File: src/rtl/counter_sequence_checker_step_cmp.sv
// Combinational step classifier: decides whether the new count is one above
// or one below the previous count, with modulo-2^CNT_W wrap-around.
module seq_step_cmp #(
    parameter int CNT_W = 3
) (
    input  logic [CNT_W-1:0] i_prev,
    input  logic [CNT_W-1:0] i_count,
    output logic             o_inc,
    output logic             o_dec
);

    logic [CNT_W-1:0] w_prevPlus;
    logic [CNT_W-1:0] w_prevMinus;

    // Neighbours of the previous count; the fixed width gives the wrap for free
    assign w_prevPlus  = i_prev + CNT_W'(1);
    assign w_prevMinus = i_prev - CNT_W'(1);

    // A repeated count matches neither neighbour, so it is neither inc nor dec
    assign o_inc = (i_count == w_prevPlus);
    assign o_dec = (i_count == w_prevMinus);

endmodule

File: config.mk
export PLATFORM = sky130hd
export DESIGN_NAME = seq_step_cmp
export DESIGN_NICKNAME = d
export VERILOG_FILES = /design/src/rtl/counter_sequence_checker_step_cmp.sv
export SDC_FILE = /design/constraint.sdc
export NUM_CORES = 1
export LEC_CHECK = 0
export ABC_AREA = 1
export ABC_CLOCK_PERIOD_IN_PS = 1000
export CORE_AREA = 5 5 42 44
export DETAILED_ROUTE_END_ITERATION = 12
export DIE_AREA = 0 0 47 49
export PLACE_DENSITY_LB_ADDON = 0.12
export SLEW_MARGIN = 30
export SYNTH_ARGS = -nofsm -noshare
export SYNTH_HDL_FRONTEND = slang
export SYNTH_SLANG_ARGS = --single-unit
File: constraint.sdc
create_clock -name vclk -period 1
set_clock_uncertainty 0.2 [all_clocks]
set_input_delay 0.15 -clock vclk [all_inputs]
set_output_delay 0.15 -clock vclk [all_outputs]
set_load 0.02 [all_outputs]
### Word level (Yosys, flattened, before mapping)

Index checks and enable logic that the tools add are counted.

* add/sub/neg operators: 2
* multiply operators: 0
* divide/modulo/power cells: 0
* magnitude comparators: 0
* eq/ne operators: 2
* shift-type cells: 0
* muxes and demuxes: 0
* bitwise operators: 0
* reduce and logical (&&, ||, !) cells: 0

Operator list (number)
* 3-bit equality test: 2
* 3-bit by 1-bit adder with 3-bit output (second input constant): 1
* 3-bit by 1-bit subtractor with 3-bit output (second input constant): 1

* bits in registers: 0
* bits in latches: 0
* memory bits (writable): 0
* ROM bits: 0
* output and inout port bits: 2
* logic and storage cells: 4
* memories: 0

### Depth between registers and ports, before layout

* depth in word-level cells: 2
* mapped depth: 8
* gate-level depth less buffers: 8

### Least setup slack after synthesis

OpenSTA, ideal clock, no wires.

* path kind: input to output
* start point: input port i_prev[0]
* end point: output port o_dec
* data arrival time: 1.007 ns
* data required time: 0.650 ns
* slack: -0.357 ns
* stages: 7
* path buffers: 0
* cell sequence: inv_1 > ha_1 > nand2_1 > inv_1 > nor2_1 > nand2_1 > nor2_1

* cells in the longest elaborated chain, start to end: 2

RTL lines
* start: declaration: line 6 `input logic [CNT_W-1:0] i_prev,`
* 3-bit by 1-bit subtractor with 3-bit output: line 17 `assign w_prevMinus = i_prev - CNT_W'(1);`
* 3-bit equality test: line 21 `assign o_dec = (i_count == w_prevMinus);`
* end: declaration: line 9 `output logic o_dec`

No other way between the ends.

### Worst setup path in the final report

Same ends and word-level chain as after synthesis.

==> flow_metrics.env <==
export IMPL_status="finished, violations left"
export IMPL_violations="negative setup slack"
export IMPL_p_leak_nw=0.1666
export IMPL_gp_congestion=0.6929
export IMPL_crit_chain="buf_12 -> inv_8 -> ha_4 -> nor2_1 -> nor2_1 -> nand2_1 -> nor2_4 -> buf_6"
export IMPL_avgSynthCellArea_um2=4.755
export IMPL_pwr_share_comb=1.000
export IMPL_clockPowerShare=0
export IMPL_arrival_ns=0.97
export IMPL_critPathBufInv=3
export IMPL_start_util=0.1018
export IMPL_numPortBuffers=8
export IMPL_drv_cap=0
export IMPL_ir_drop_uv=149.8
export IMPL_tightest_slew_ns=0.1609
export IMPL_setup_slack_ns=-0.3230
export IMPL_slew_viol_final=0
export IMPL_syn_inst=30
export IMPL_core_rowCount=14
export IMPL_p_sw_w=0.00007775
export IMPL_grt_total_usage=0.03579
export IMPL_finalHoldViolCount=0
export IMPL_worst_path_max_delay_cell="ha_4"
export IMPL_vias=204
export IMPL_worstSetupPathType="input port to primary output"
export IMPL_fp_dieW_um=47
export IMPL_ys_types=7
export IMPL_flops_and_latches=0
export IMPL_slew_headroom=0.8924
export IMPL_ioPinCount=8
export IMPL_wl_um=431
export IMPL_via_per_inst=3.709
export IMPL_power_density_nw_per_um2=482.5
export IMPL_grt_pass1_wl_um=676
export IMPL_p_int_w=0.00007981
export IMPL_hold_depth=6
export IMPL_die_area_um2=2303
export IMPL_hold_path_class="input port to primary output"
export IMPL_ys_warn_count=0
export IMPL_netlist_area_um2=142.6
export IMPL_fill_cells=163
export IMPL_grt_max_degree=4
export IMPL_grt_pass1_vias=198
export IMPL_dr_pass1_iters=4
export IMPL_crit_top_cell="nor2_1"
export IMPL_hold_slack_ns=0.6241
export IMPL_seqPwrFrac=0
export IMPL_fmax_mhz=755.9
export IMPL_swShare=0.4935
export IMPL_fin_area_um2=326.6
export IMPL_min_to="o_dec"
export IMPL_wl_per_cell_um=7.836
export IMPL_crit_path_max_incr_delay_ns=0.27
export IMPL_ant_nets=0
export IMPL_regArea_um2=0
export IMPL_end_kind="primary output"
export IMPL_rsz0062_at_grt="true"
export IMPL_synthesis_nets=38
export IMPL_yosysSeqAreaShare=0
export IMPL_drt_iter0_drc=5
export IMPL_drc=0
export IMPL_final_util=0.2330
export IMPL_min_period_over_period=1.323
export IMPL_clockBufferCount=0
export IMPL_crit_family="simple AND/OR/NAND/NOR gates"
export IMPL_hold_start="i_prev[0]"
export IMPL_grt_overflow=0
export IMPL_antenna_found_initial=0
export IMPL_syn2layout_area_growth_pct=128.9
export IMPL_diodes=0
export IMPL_die_height_um=49
export IMPL_worst_ep_required_time_ns=0.65
export IMPL_period_minus_slack_ns=1.323
export IMPL_critPathMaxFanout=3
export IMPL_multi_input_area_um2=166.4
export IMPL_startpoint_type="input port"
export IMPL_placed_area_um2=290.3
export IMPL_fin_nets=49
export IMPL_hpwl_um=369.5
export IMPL_core_um2=1401
export IMPL_finalSetupViolCount=2
export IMPL_drive_gt1_frac=0.3333
[worst max-delay path by stage]
stage               startpoint     to  slack (ns)  cells past startpoint
floorplan            i_prev[1]  o_dec       -0.12                      7
global placement     i_prev[0]  o_inc       -1.34                      9
detailed placement   i_prev[0]  o_inc       -1.41                      9
CTS                  i_prev[0]  o_dec       -0.33                      8
global route         i_prev[1]  o_dec       -0.40                      9
finish               i_prev[0]  o_dec       -0.32                      8
[power by group through the flow]
| stage | registers, W | clock network [W] | logic (W) |
|---|---|---|---|
| finish | 0 | 0 | 0.000158 |
| global route | 0 | 0 | 0.000171 |
| CTS | 0 | 0 | 0.000157 |
| detailed placement | 0 | 0 | 0.000142 |
| global placement | 0 | 0 | 0.000139 |
| floorplan | 0 | 0 | 0.0000815 |
[cell usage after synthesis]
| cell | instances | area, um^2 |
|---|---|---|
| ha_1 | 2 | 25.02 |
| nor2_1 | 4 | 15.01 |
| nand3_1 | 2 | 10.01 |
| inv_1 | 7 | 26.28 |
| xnor2_1 | 1 | 8.760 |
| nand2_1 | 13 | 48.80 |
| xor2_1 | 1 | 8.760 |
[layer usage]
layer / vias up / wire (um) / GRT usage
li1: 105 / - / -
met3: 0 / 40 / 0.003690
met2: 8 / 221 / 0.07240
met4: 0 / 0 / 0
met1: 91 / 170 / 0.03913
met5: - / 0 / 0
[cell usage in the layout, fill, tap and decap left out, drive strengths merged]
cell type      instances
inv                    7
dlygate4sd2            3
ha                     2
nand2                 13
xnor2                  1
clkdlybuf4s15          1
nor2                   4
buf                    5
xor2                   1
nand3                  2
[area by class of cell]
cell class / count / area share
tap: 16 / 0.06130
multi-input combinational: 23 / 0.5096
timing repair buffer: 9 / 0.3103
inverter: 7 / 0.1188
[tightest hold or removal path, stage by stage]
cell	delay, ns
buf_12	0.09
buf_4	0.10
xor2_1	0.07
nand2_1	0.11
nor2_4	0.04
buf_6	0.12
[logic make-up (layout without fill, tap and decap cells)]
group                    count (synthesis)  in the layout  share of synthesized area
adder cells (fa/ha/maj)                  2              2                     0.1754
buffers and inverters                    7             16                     0.1842
XOR/XNOR                                 2              2                     0.1228
AND/OR/NAND/NOR                         19             19                     0.5175
[repair_timing]
action / 4_1_cts / 5_1_grt
setup buffers: 0 / 0
setup endpoints to repair: 2 / 2
hold buffers: 0 / 0
gates resized for setup: 34 / 2
pin swaps: 5 / 2
[stage by stage]
stage / setup slack, ns / power [W] / cells / setup TNS, ns
floorplan: -0.1234 / 0.00008152 / 30 / -0.2373
global placement: -1.343 / 0.0001392 / 55 / -2.683
detailed placement: -1.405 / 0.0001422 / 55 / -2.749
CTS: -0.3293 / 0.0001569 / 55 / -0.6534
global route: -0.3979 / 0.0001709 / 55 / -0.7335
finish: -0.3230 / 0.0001576 / 55 / -0.6220
Note: power is estimated with default switching activity, not from simulation.
